[src/rtl/tt_um_loopback_tester.sv]
// -----------------------------------------------------------------------------
// tt_um_loopback_tester
//
// Loopback and self-check user module for the multiplexer connectivity flow.
// A 2-bit mode selects what is sent back out through the mux:
//   0 direct     : uo_out = ui_in (combinational, zero latency)
//   1 registered : uo_out = ui_in delayed by one enabled cycle
//   2 delayed    : uo_out = ui_in delayed by DELAY enabled cycles
//   3 generator  : uo_out = 8-bit Galois LFSR. The harness returns uo_out
//                  registered once on ui_in, and each returned byte is compared
//                  with the previous LFSR value. Mismatches count into a
//                  saturating 4-bit error counter.
//
// Ports:
//   clk      system clock
//   rst_n    asynchronous active-low reset
//   ena      design enable from the mux; every register holds while low
//   ui_in    loopback data, or the returned LFSR byte in mode 3
//   uo_out   loopback or LFSR data
//   uio_in   [1:0] mode select, [2] synchronous error clear, [7:3] unused
//   uio_out  [7:4] error count, [3:0] zero
//   uio_oe   constant 8'hF0 (upper nibble driven, lower nibble input)
// -----------------------------------------------------------------------------
module tt_um_loopback_tester #(
  parameter int          DELAY     = 4,
  parameter logic [7:0]  LFSR_SEED = 8'h01,
  parameter logic [7:0]  LFSR_TAPS = 8'hB8
) (
  input  logic       clk,
  input  logic       rst_n,
  input  logic       ena,
  input  logic [7:0] ui_in,
  output logic [7:0] uo_out,
  input  logic [7:0] uio_in,
  output logic [7:0] uio_out,
  output logic [7:0] uio_oe
);

  generate
    if (DELAY < 1 || DELAY > 16) begin : g_bad_delay
      $error("tt_um_loopback_tester: DELAY must be in 1..16");
    end
    if (LFSR_SEED == 8'h00) begin : g_bad_seed
      $error("tt_um_loopback_tester: LFSR_SEED must be non-zero");
    end
  endgenerate

  typedef enum logic [1:0] {
    MODE_DIRECT = 2'd0,
    MODE_REG    = 2'd1,
    MODE_DELAY  = 2'd2,
    MODE_LFSR   = 2'd3
  } mode_e;

  mode_e                  mode_q;
  mode_e                  mode_d;
  logic [7:0]             reg_q;
  logic [DELAY-1:0][7:0]  tap_q;
  logic [7:0]             lfsr_q;
  logic [7:0]             lfsr_prev_q;
  logic [7:0]             lfsr_next;
  logic                   chk_valid_q;
  logic [3:0]             err_cnt_q;
  logic                   err_clr;
  logic                   chk_fail;
  logic                   unused_bits;

  assign mode_d  = mode_e'(uio_in[1:0]);
  assign err_clr = uio_in[2];

  // uio_in[7:3] carry nothing for this design.
  assign unused_bits = &{1'b0, uio_in[7:3]};

  // Galois step: shift right, fold the mask in when a one falls off the end.
  assign lfsr_next = {1'b0, lfsr_q[7:1]} ^ (lfsr_q[0] ? LFSR_TAPS : 8'h00);

  // The returned byte is the LFSR value from one cycle back, because the
  // harness registers uo_out once before feeding it to ui_in.
  assign chk_fail = (mode_q == MODE_LFSR) && chk_valid_q && (ui_in != lfsr_prev_q);

  // NOTE: sequential state uses non-blocking assignments so every register
  // samples the pre-edge values of the others, independent of statement order.
  always_ff @(posedge clk or negedge rst_n) begin
    if (!rst_n) begin
      mode_q      <= MODE_DIRECT;
      reg_q       <= '0;
      // NOTE: the delay line is a small register array, not a RAM, so it is
      // reset along with everything else; mode 2 then emits zeros, not X.
      tap_q       <= '0;
      lfsr_q      <= LFSR_SEED;
      lfsr_prev_q <= '0;
      chk_valid_q <= 1'b0;
      err_cnt_q   <= '0;
    end else if (ena) begin
      mode_q <= mode_d;
      reg_q  <= ui_in;

      // The delay line always shifts, so mode 2 is valid as soon as it is selected.
      tap_q[0] <= ui_in;
      for (int i = 1; i < DELAY; i++) begin
        tap_q[i] <= tap_q[i-1];
      end

      if (mode_d == MODE_LFSR) begin
        if (mode_q != MODE_LFSR) begin
          // Entering mode 3: restart the sequence; the first returned byte
          // is not yet meaningful, so checking waits one cycle.
          lfsr_q      <= LFSR_SEED;
          chk_valid_q <= 1'b0;
        end else begin
          lfsr_q      <= lfsr_next;
          lfsr_prev_q <= lfsr_q;
          chk_valid_q <= 1'b1;
        end
      end else begin
        // Leaving (or outside) mode 3: the LFSR holds its value.
        chk_valid_q <= 1'b0;
      end

      // Clear wins over a same-cycle mismatch; the count sticks at 15.
      if (err_clr) begin
        err_cnt_q <= '0;
      end else if (chk_fail && (err_cnt_q != 4'hF)) begin
        err_cnt_q <= err_cnt_q + 4'd1;
      end
    end
  end

  // NOTE: uo_out is assigned a default before the case so no path through the
  // block leaves it unassigned, which would otherwise infer a latch.
  always_comb begin
    uo_out = ui_in;
    unique case (mode_q)
      MODE_DIRECT: uo_out = ui_in;
      MODE_REG:    uo_out = reg_q;
      MODE_DELAY:  uo_out = tap_q[DELAY-1];
      MODE_LFSR:   uo_out = lfsr_q;
      default:     uo_out = ui_in;
    endcase
  end

  assign uio_out = {err_cnt_q, 4'h0};
  assign uio_oe  = 8'hF0;

endmodule

[config.mk]
export PLATFORM = sky130hd
export DESIGN_NAME = tt_um_loopback_tester
export DESIGN_NICKNAME = d
export VERILOG_FILES = /design/src/rtl/tt_um_loopback_tester.sv
export SDC_FILE = /design/constraint.sdc
export NUM_CORES = 1
export LEC_CHECK = 0
export ABC_AREA = 1
export CAP_MARGIN = 20
export CORE_ASPECT_RATIO = 0.7
export CORE_MARGIN = 5
export CORE_UTILIZATION = 53
export DETAILED_ROUTE_END_ITERATION = 7
export PLACE_DENSITY = 0.82
export SYNTH_ARGS = -nofsm -noshare
export SYNTH_HDL_FRONTEND = slang
export SYNTH_SLANG_ARGS = --single-unit
[constraint.sdc]
create_clock -name clk -period 1.55 [get_ports clk]
set_input_delay 0.31 -clock clk [delete_from_list [all_inputs] [get_ports clk]]
set_output_delay 0.31 -clock clk [all_outputs]
set_load 0.005 [all_outputs]
* Word level (Yosys, flattened, before mapping) *
Index checks and enable logic that the tools add are counted.

storage, ports and cells
  bits in registers = 55
  input bits = 19
  output and inout bits = 24
  word-level logic and storage cells = 34

cells by class
  add/subtract/negate cells = 1
  equality and inequality tests = 7
  mux-type cells = 7
  bitwise logic cells = 2
  reduce and logical (&&, ||, !) cells = 8

operators by type and width
  kind                                           number
  one-hot mux 8 bit (4 select lines)             1
  two-way mux 8 bit                              2
  two-way mux 4 bit                              2
  inequality test 8 bit                          1
  bitwise XOR 7 x 8 -> 8 bit                     1
  == test 2 bit, second input constant           3
  adder 4 x 1 -> 4 bit, second input constant    1
  inequality test 4 bit, second input constant   1
  AND reduction 2 bit                            2
  logical AND 1 bit                              3
  AND reduction 3 bit                            1
  == test 2 x 1 -> 1 bit, second input constant  1
  zero test 2 bit                                1
  two-way mux 1 bit                              2
  inequality test 2 bit, second input constant   1
  nonzero test 2 bit                             1
  inverter 1 bit                                 1

* Depth between registers and ports, before layout *
Gate-level depths: netlist (run 1).

  depth after elaboration = 6
  gate-level depth with buffers = 11

* Worst setup path before layout (run 1) *
OpenSTA, ideal clock, no wires.

  path type = reg2reg
  start point = register err_cnt_q[0]
  end point = register err_cnt_q[3]
  arrival time = 1.207 ns
  required time = 1.433 ns
  setup slack = 0.226 ns
  stages on the path, launching flop included = 10
  buffers on the path = 0
  clock period less this slack = 1.324 ns
  path through = dfrtp_1 > ha_1 > nand2_1 > inv_1 > a211oi_2 > nand2_1 > nand2_2 > nand2_2 > nand2_1 > nand2_1

between the ends
  longest elaborated chain between the ends = 4
  elaborated cells between the ends (all ways) = 7
  those cells by class = add/sub: 1; eq/ne: 1; mux: 2; reduce/logical: 3

ends and longest elaborated chain
  item                                                                          RTL line  source
  start, declared                                                               63        logic [3:0] err_cnt_q;
  start signal, assigned                                                        124       err_cnt_q <= err_cnt_q + 4'd1;
  parallel branches: the longest is 4 deep, another holds adder 4 x 1 -> 4 bit  n/a

Parallel ways; which one is timed is not known. The select of a mux whose other input is x is not followed.
A chain may end at the register's enable or synchronous reset.

* Final worst setup path (run 1) *
  start point = register mode_q[1]
  end point = output uo_out[1]

between the ends
  longest elaborated chain between the ends = 2
  elaborated cells between the ends (all ways) = 5
  those cells by class = eq/ne: 3; mux: 1; reduce/logical: 1

ends and longest elaborated chain
  item                                   RTL line  source
  start, declared                        55        mode_e mode_q;
  start signal, assigned                 95        mode_q <= mode_d;
  == test 2 bit (tied with other cells)  133       unique case (mode_q)
  one-hot mux 8 bit (4 select lines) *   133
  end, declared                          33        output logic [7:0] uo_out,

Mark *: on every way between the ends. The rest lies on a longest branch, timed or not.

==> key figures, run 1 <==
Clock tree
  – Clock transition at path regs: 110 ps
  – Clock H-tree levels: 2
  – Sink Count: 55
  – Clock root cell: clkbuf_8
  – CTS tree: yes
  – Worst-Skew Late Latency: ~320 ps
  – Number of CTS-inserted buffers: 5
  – Maximum clock insertion buffer count: 2

Outcome
  – Status: finished, violations left
  – Failing checks: negative setup slack

Timing
  – Fin. max-slew vios: 0
  – Final hold slack: around 430 ps
  – Fin. Hold Viols: 0
  – Unrepaired setup endpoints after global routing: yes
  – Max frequency: between 500 and 600 MHz
  – Tcrit/Tclk final: 113%
  – Period minus WS final: between 1500 and 2000 ps
  – Maximum clock skew at final layout: 7.07 ps
  – Post-route setup slack: -200 ps
  – Final setup vio count: 12

Detailed routing
  – Detailed Route Iter0 Violations: approximately 120
  – TritonRoute pass-1 iters: 4
  – Via count: about 2,100
  – Routed WL: around 6000 um
  – DRC viols: 0
  – Routed len/inst: approximately 14 um
  – Antenna Violating Nets Remaining: 0
  – Vias per inst: 5.02

Critical path
  – Critical-path cell list: buf_6, nor2_4, buf_8, nand2_1, o2111ai_2, buf_2
  – CP top delay family: buffers and inverters
  – Crit-path max cell delay: 430 ps
  – CP arrival: 1440 ps
  – CP required: between 1000 and 1500 ps
  – Peak fanout along the critical path: 8
  – Startpoint types: flip-flop
  – Setup crit end kind: primary output
  – Slowest cell on the critical path: dfrtp_1
  – Worst Path Buf+Inv: 3
  – Worst Setup Path Type: flip-flop to primary output

Finish
  – Ratio of cells with drive above 1 in the final layout: between 20 and 30%
  – Syn-to-layout area delta: 29.5%
  – Antenna diode instance count: 0
  – Nets: between 300 and 400
  – Final core occ: between 60% and 70%

Placed design
  – Routability-driven placement congestion ratio: ~0.86
  – Port Buffers: 25
  – Final HPWL DP: a little under 4000 um

Hold path
  – Hold Crit Class: input port to flip-flop

Synthesis
  – Top post-synthesis cells by area: dfrtp_1 53%, nand2_1 11%, inv_1 5.3%
  – Synth Register Bits: between 50 and 60
  – Syn_area_per_cell: ~8.6 um^2
  – Synth unique cells: 25
  – Cell Area, Synth: 2550 um^2
  – Sequential area share after synthesis: a little over half
  – Post-synth top area share: a little over half
  – Total of warnings raised by yosys: 0
  – Syn Inst Count: between 200 and 300
  – Top cell type by total area after synthesis: dfrtp_1

Run
  – Max-cap viol count: 0

Floorplan
  – Die Wd: 92.9 um
  – Core box area: approximately 4700 um^2
  – Die Y: approximately 68 um
  – Number of cell rows: 21
  – Starting density of the core: about 54%
  – Die Area: 6330 um^2
  – # IOs: 43

Global route
  – Largest net degree at the start of global routing: 70
  – Total GRT Usage: between 10% and 20%
  – GRT Residual Overflow: 0
  – Initial antenna violation count: 0
  – First-pass GRT wire length: approximately 9700 um
  – Vias in the first global route: roughly 2,100

Pwr
  – Max IR drop VDD: roughly 0.5 mV
  – P_leak: 1.64 nW
  – Design Power: roughly 0.0034 W
  – PD cells: 1040 nW/um^2
==> placed cells by master, fill, tap and decap left out, types with 2 or more instances in the layout <==
master            n
o21ai_1           2
o22ai_1           3
nand2_2          10
buf_12            2
nand3_1           6
a21oi_1          18
nand2_1          70
clkbuf_8          5
buf_4            33
inv_6             2
inv_2             2
dfrtp_1          53
buf_6             6
o2111ai_2         7
dlygate4sd2_1     2
inv_1            35
conb_1           12
nor2_4            3
nor2_1           23
xnor2_1           6
buf_2            10
mux2_2            5
clkdlybuf4s50_1  13
o21ai_0          21
==> registers in the layout, summed over array words and instances (netlist names) <==
signal / flops
tap_q: 32
lfsr_prev_q: 8
lfsr_q: 8
err_cnt_q: 4
mode_q: 2
chk_valid_q: 1
==> repair_timing <==
item	in CTS	in global routing
resized for setup	53	14
pin swaps	4	2
endpoints found under the hold margin	12	0
cloned	1	0
hold buffers	1	0
setup buffers	11	1
setup endpoints to repair	12	12
==> routing by layer <==
metal | track usage (%) | routed length (um)
met3 | 4.29 | 246
met1 | 25.6 | 2720
met5 | 0 | 0
met2 | 33.4 | 2990
met4 | 8.41 | 51
==> layout make-up <==
type                       instances  area, um^2
clock buffer                       5        68.8
clock inverter                     3        26.3
fill                             361        1420
inverter                          37         139
multi-input combinational        194        1040
sequential                        55        1380
tap                               57        71.3
timing repair buffer              68         578
==> synthesized netlist by cell type <==
master,number
buf_4,13
inv_1,36
clkbuf_1,5
nor2_1,26
inv_2,1
xor2_1,1
nand2_1,78
a21oi_1,18
o2111ai_1,8
xnor2_1,6
nand2_2,2
nor3_1,1
mux2_2,5
nand3_1,6
conb_1,2
dfrtp_1,54
nor2_2,1
o21ai_1,2
dfstp_2,1
nand2_4,1
o21ai_0,21
o22ai_1,3
a211oi_2,1
ha_1,1
buf_2,4
==> kinds of logic after synthesis <==
group | synth area share (%)
and+or+nand+nor | 17.8
buffers and inverters | 10.8
DFF | 54.0
AOI/OAI and AO/OA | 12.0
xor gates and xnor gates | 2.40
muxes | 2.21
other | 0.294
adders and majority gates | 0.490
==> power by group <==
part           leakage [nW]  internal, W  total [W]  switching [W]
Clock                0.0491     0.000334   0.000851       0.000517
Combinational         0.924     0.000395   0.000822       0.000427
Sequential            0.664      0.00164    0.00176       0.000126
==> stage by stage <==
step	setup slack [ps]	cell area [um^2]	cells	setup TNS, ps
after floorplan	226	2590	307	0
after global placement	-260	3030	399	-2590
after detailed placement	-250	3030	399	-2700
after CTS	-161	3250	419	-1670
after global routing	-273	3310	419	-3000
final	-200	3310	419	-2040
==> final timing paths <==
path	depth (start not counted)	slack (ps)	from	endpoint
min in group asynchronous	2	450	rst_n	tap_q[3]$_DFFE_PN0P_
min	4	430	ena	lfsr_q[0]$_DFFE_PN1P_
max reg2reg	11	-150	mode_q[0]$_DFFE_PN0P_	err_cnt_q[0]$_DFFE_PN0P_
max	6	-200	mode_q[1]$_DFFE_PN0P_	uo_out[1]
max in group asynchronous	3	580	rst_n	mode_q[0]$_DFFE_PN0P_
min reg2reg	2	500	tap_q[14]$_DFFE_PN0P_	tap_q[22]$_DFFE_PN0P_
==> worst min-delay path, stage by stage <==
cell,delay [ps]
buf_2,120
nand3_1,130
buf_4,130
a21oi_1,60
(Power assumes the default switching activity.)
==> run 2, diff against run 1 <==
--- a/constraint.sdc
+++ b/constraint.sdc
@@ -3,2 +3,2 @@
 set_output_delay 0.31 -clock clk [all_outputs]
-set_load 0.005 [all_outputs]
+set_load 0.01 [all_outputs]
==> key figures, run 2 (synthesis results as in run 1) <==
Timing
  – Fin. Hold Viols: 0
  – Tcrit/Tclk final: 110%
  – Final setup vio count: 8
  – Maximum clock skew at final layout: around 4.5 ps
  – Fin. max-slew vios: 0
  – Unrepaired setup endpoints after global routing: yes
  – Post-route setup slack: -149 ps
  – Max frequency: about 600 MHz
  – Period minus WS final: roughly 1700 ps

Detailed routing
  – TritonRoute pass-1 iters: 4
  – Via count: approximately 2,100
  – Routed WL: roughly 5800 um
  – Detailed Route Iter0 Violations: 148
  – Vias per inst: a little over 5
  – DRC viols: 0
  – Antenna Violating Nets Remaining: 0
  – Routed len/inst: roughly 14 um

Clock tree
  – CTS tree: yes
  – Maximum clock insertion buffer count: 2
  – Number of CTS-inserted buffers: 5
  – Sink Count: 55
  – Clock H-tree levels: 2
  – Clock transition at path regs: approximately 90 ps
  – Clock root cell: clkbuf_8
  – Worst-Skew Late Latency: ~310 ps

Outcome
  – Status: finished, violations left
  – Failing checks: negative setup slack

Placed design
  – Port Buffers: 25
  – Cell Area, Placed: 3030 um^2
  – Routability-driven placement congestion ratio: a little under 0.9
  – Dpl ws: -322 ps
  – Final HPWL DP: between 3000 and 4000 um

Global route
  – Initial antenna violation count: 0
  – Total GRT Usage: about a fifth
  – First-pass GRT wire length: approximately 9400 um
  – Vias in the first global route: roughly 2,000
  – Largest net degree at the start of global routing: 70
  – GRT Residual Overflow: 0

Critical path
  – CP required: roughly 1200 ps
  – Startpoint types: flip-flop
  – Worst Setup Path Type: flip-flop to primary output
  – Peak fanout along the critical path: 8
  – CP arrival: ~1400 ps
  – Setup crit end kind: primary output

Finish
  – Biggest regs: tap_q: 32 flops, lfsr_prev_q: 8 flops, lfsr_q: 8 flops
  – Nets: about 380
  – Commonest non-fill, non-tap cell in the layout: nand2_1
  – Cell area after layout: 3280 um^2
  – Ratio of cells with drive above 1 in the final layout: roughly 28%
  – Number of flip-flops in the largest register: 32
  – Syn-to-layout area delta: 28.6%
  – Reg with most FFs: tap_q
  – Commonest cells after routing, fill and taps aside: 63 x nand2_1, 52 x dfrtp_1, 33 x inv_1, 32 x buf_4, 23 x nor2_1
  – Antenna diode instance count: 0

Pwr
  – Max IR drop VDD: 0.666 mV
  – PD cells: just over 1000 nW/um^2
  – Reg power frac: between 50% and 60%
  – Internal power: about 0.0023 W
  – P_leak: ~1.6 nW
  – Net Sw Frac: ~31%
  – Switching Power: roughly 0.0010 W
  – Combinational share of power: 24.7%
  – Clk pwr share: a little under a quarter

Floorplan
  – # IOs: 43
  – Starting density of the core: around 54%
  – Die Y: 68.1 um
  – Die Wd: 92.9 um
  – Core box area: between 4000 and 5000 um^2
  – Number of cell rows: 21
  – Die Area: about 6300 um^2

Hold path
  – Hold Crit Class: input port to async pin

Run
  – Max-cap viol count: 0
run 2: repair_timing:
action | 4_1_cts | 5_1_grt
endpoints found under the setup margin | 12 | 13
gates resized for setup | 56 | 22
hold buffers | 1 | 0
pin swaps | 3 | 11
hold endpoints to repair | 9 | 0
gates cloned | 0 | 0
buffers inserted | 4 | 2
run 2: worst paths after layout:
kind	end	cells after the start	start	slack, ps
hold / removal	err_cnt_q[2]$_DFFE_PN0P_	2	rst_n	420
max in group asynchronous	tap_q[14]$_DFFE_PN0P_	3	rst_n	650
setup reg to reg	err_cnt_q[2]$_DFFE_PN0P_	10	err_cnt_q[0]$_DFFE_PN0P_	40
min in group clk	lfsr_q[0]$_DFFE_PN1P_	4	ena	460
setup / recovery	uo_out[0]	6	mode_q[1]$_DFFE_PN0P_	-150
hold reg to reg	tap_q[22]$_DFFE_PN0P_	2	tap_q[14]$_DFFE_PN0P_	490
run 2: worst max-delay path, cell delays in order (launching register included):
cell	delay [ps]
dfrtp_2	430
inv_2	60
nor2_2	90
buf_6	190
nand2_2	80
o2111ai_2	80
buf_2	150
run 2: final cells by class:
type	count	area (um^2)
fill	355	1450
multi-input combinational	193	1070
inverter	37	139
clock buffer	5	68.8
tap	57	71.3
timing repair buffer	64	534
sequential	55	1380
clock inverter	3	15.0
run 2: routing by layer:
layer / global-route usage, % / part of all wire, % / vias up
met3: 3.96 / 5.7 / 12
met2: 30.9 / 47 / 52
li1: - / - / 1033
met5: 0 / 0 / -
met4: 6.22 / 1.5 / 0
met1: 27.1 / 45 / 1013
run 2: metrics by stage:
step	power (W)	util [%]	TNS (ps)	hold WS [ps]	instances
floorplan	0.00219	-	0	14.4	307
global placement	0.00251	64.1	-2910	226	399
detailed placement	0.00255	64.1	-3060	223	399
CTS	0.00332	67.3	-1060	416	412
global route	0.00356	69.4	-1820	453	414
finish	0.00337	69.4	-1020	422	414
run 2: power by group through the flow:
stage / logic (W) / registers [W] / clock network [W]
2_1_floorplan: 0.000431 / 0.00176 / 0
3_3_place_gp: 0.000742 / 0.00177 / 0
3_5_place_dp: 0.000772 / 0.00178 / 0
4_1_cts: 0.000782 / 0.00176 / 0.000784
5_1_grt: 0.000926 / 0.00179 / 0.000839
6_report: 0.000833 / 0.00177 / 0.000762
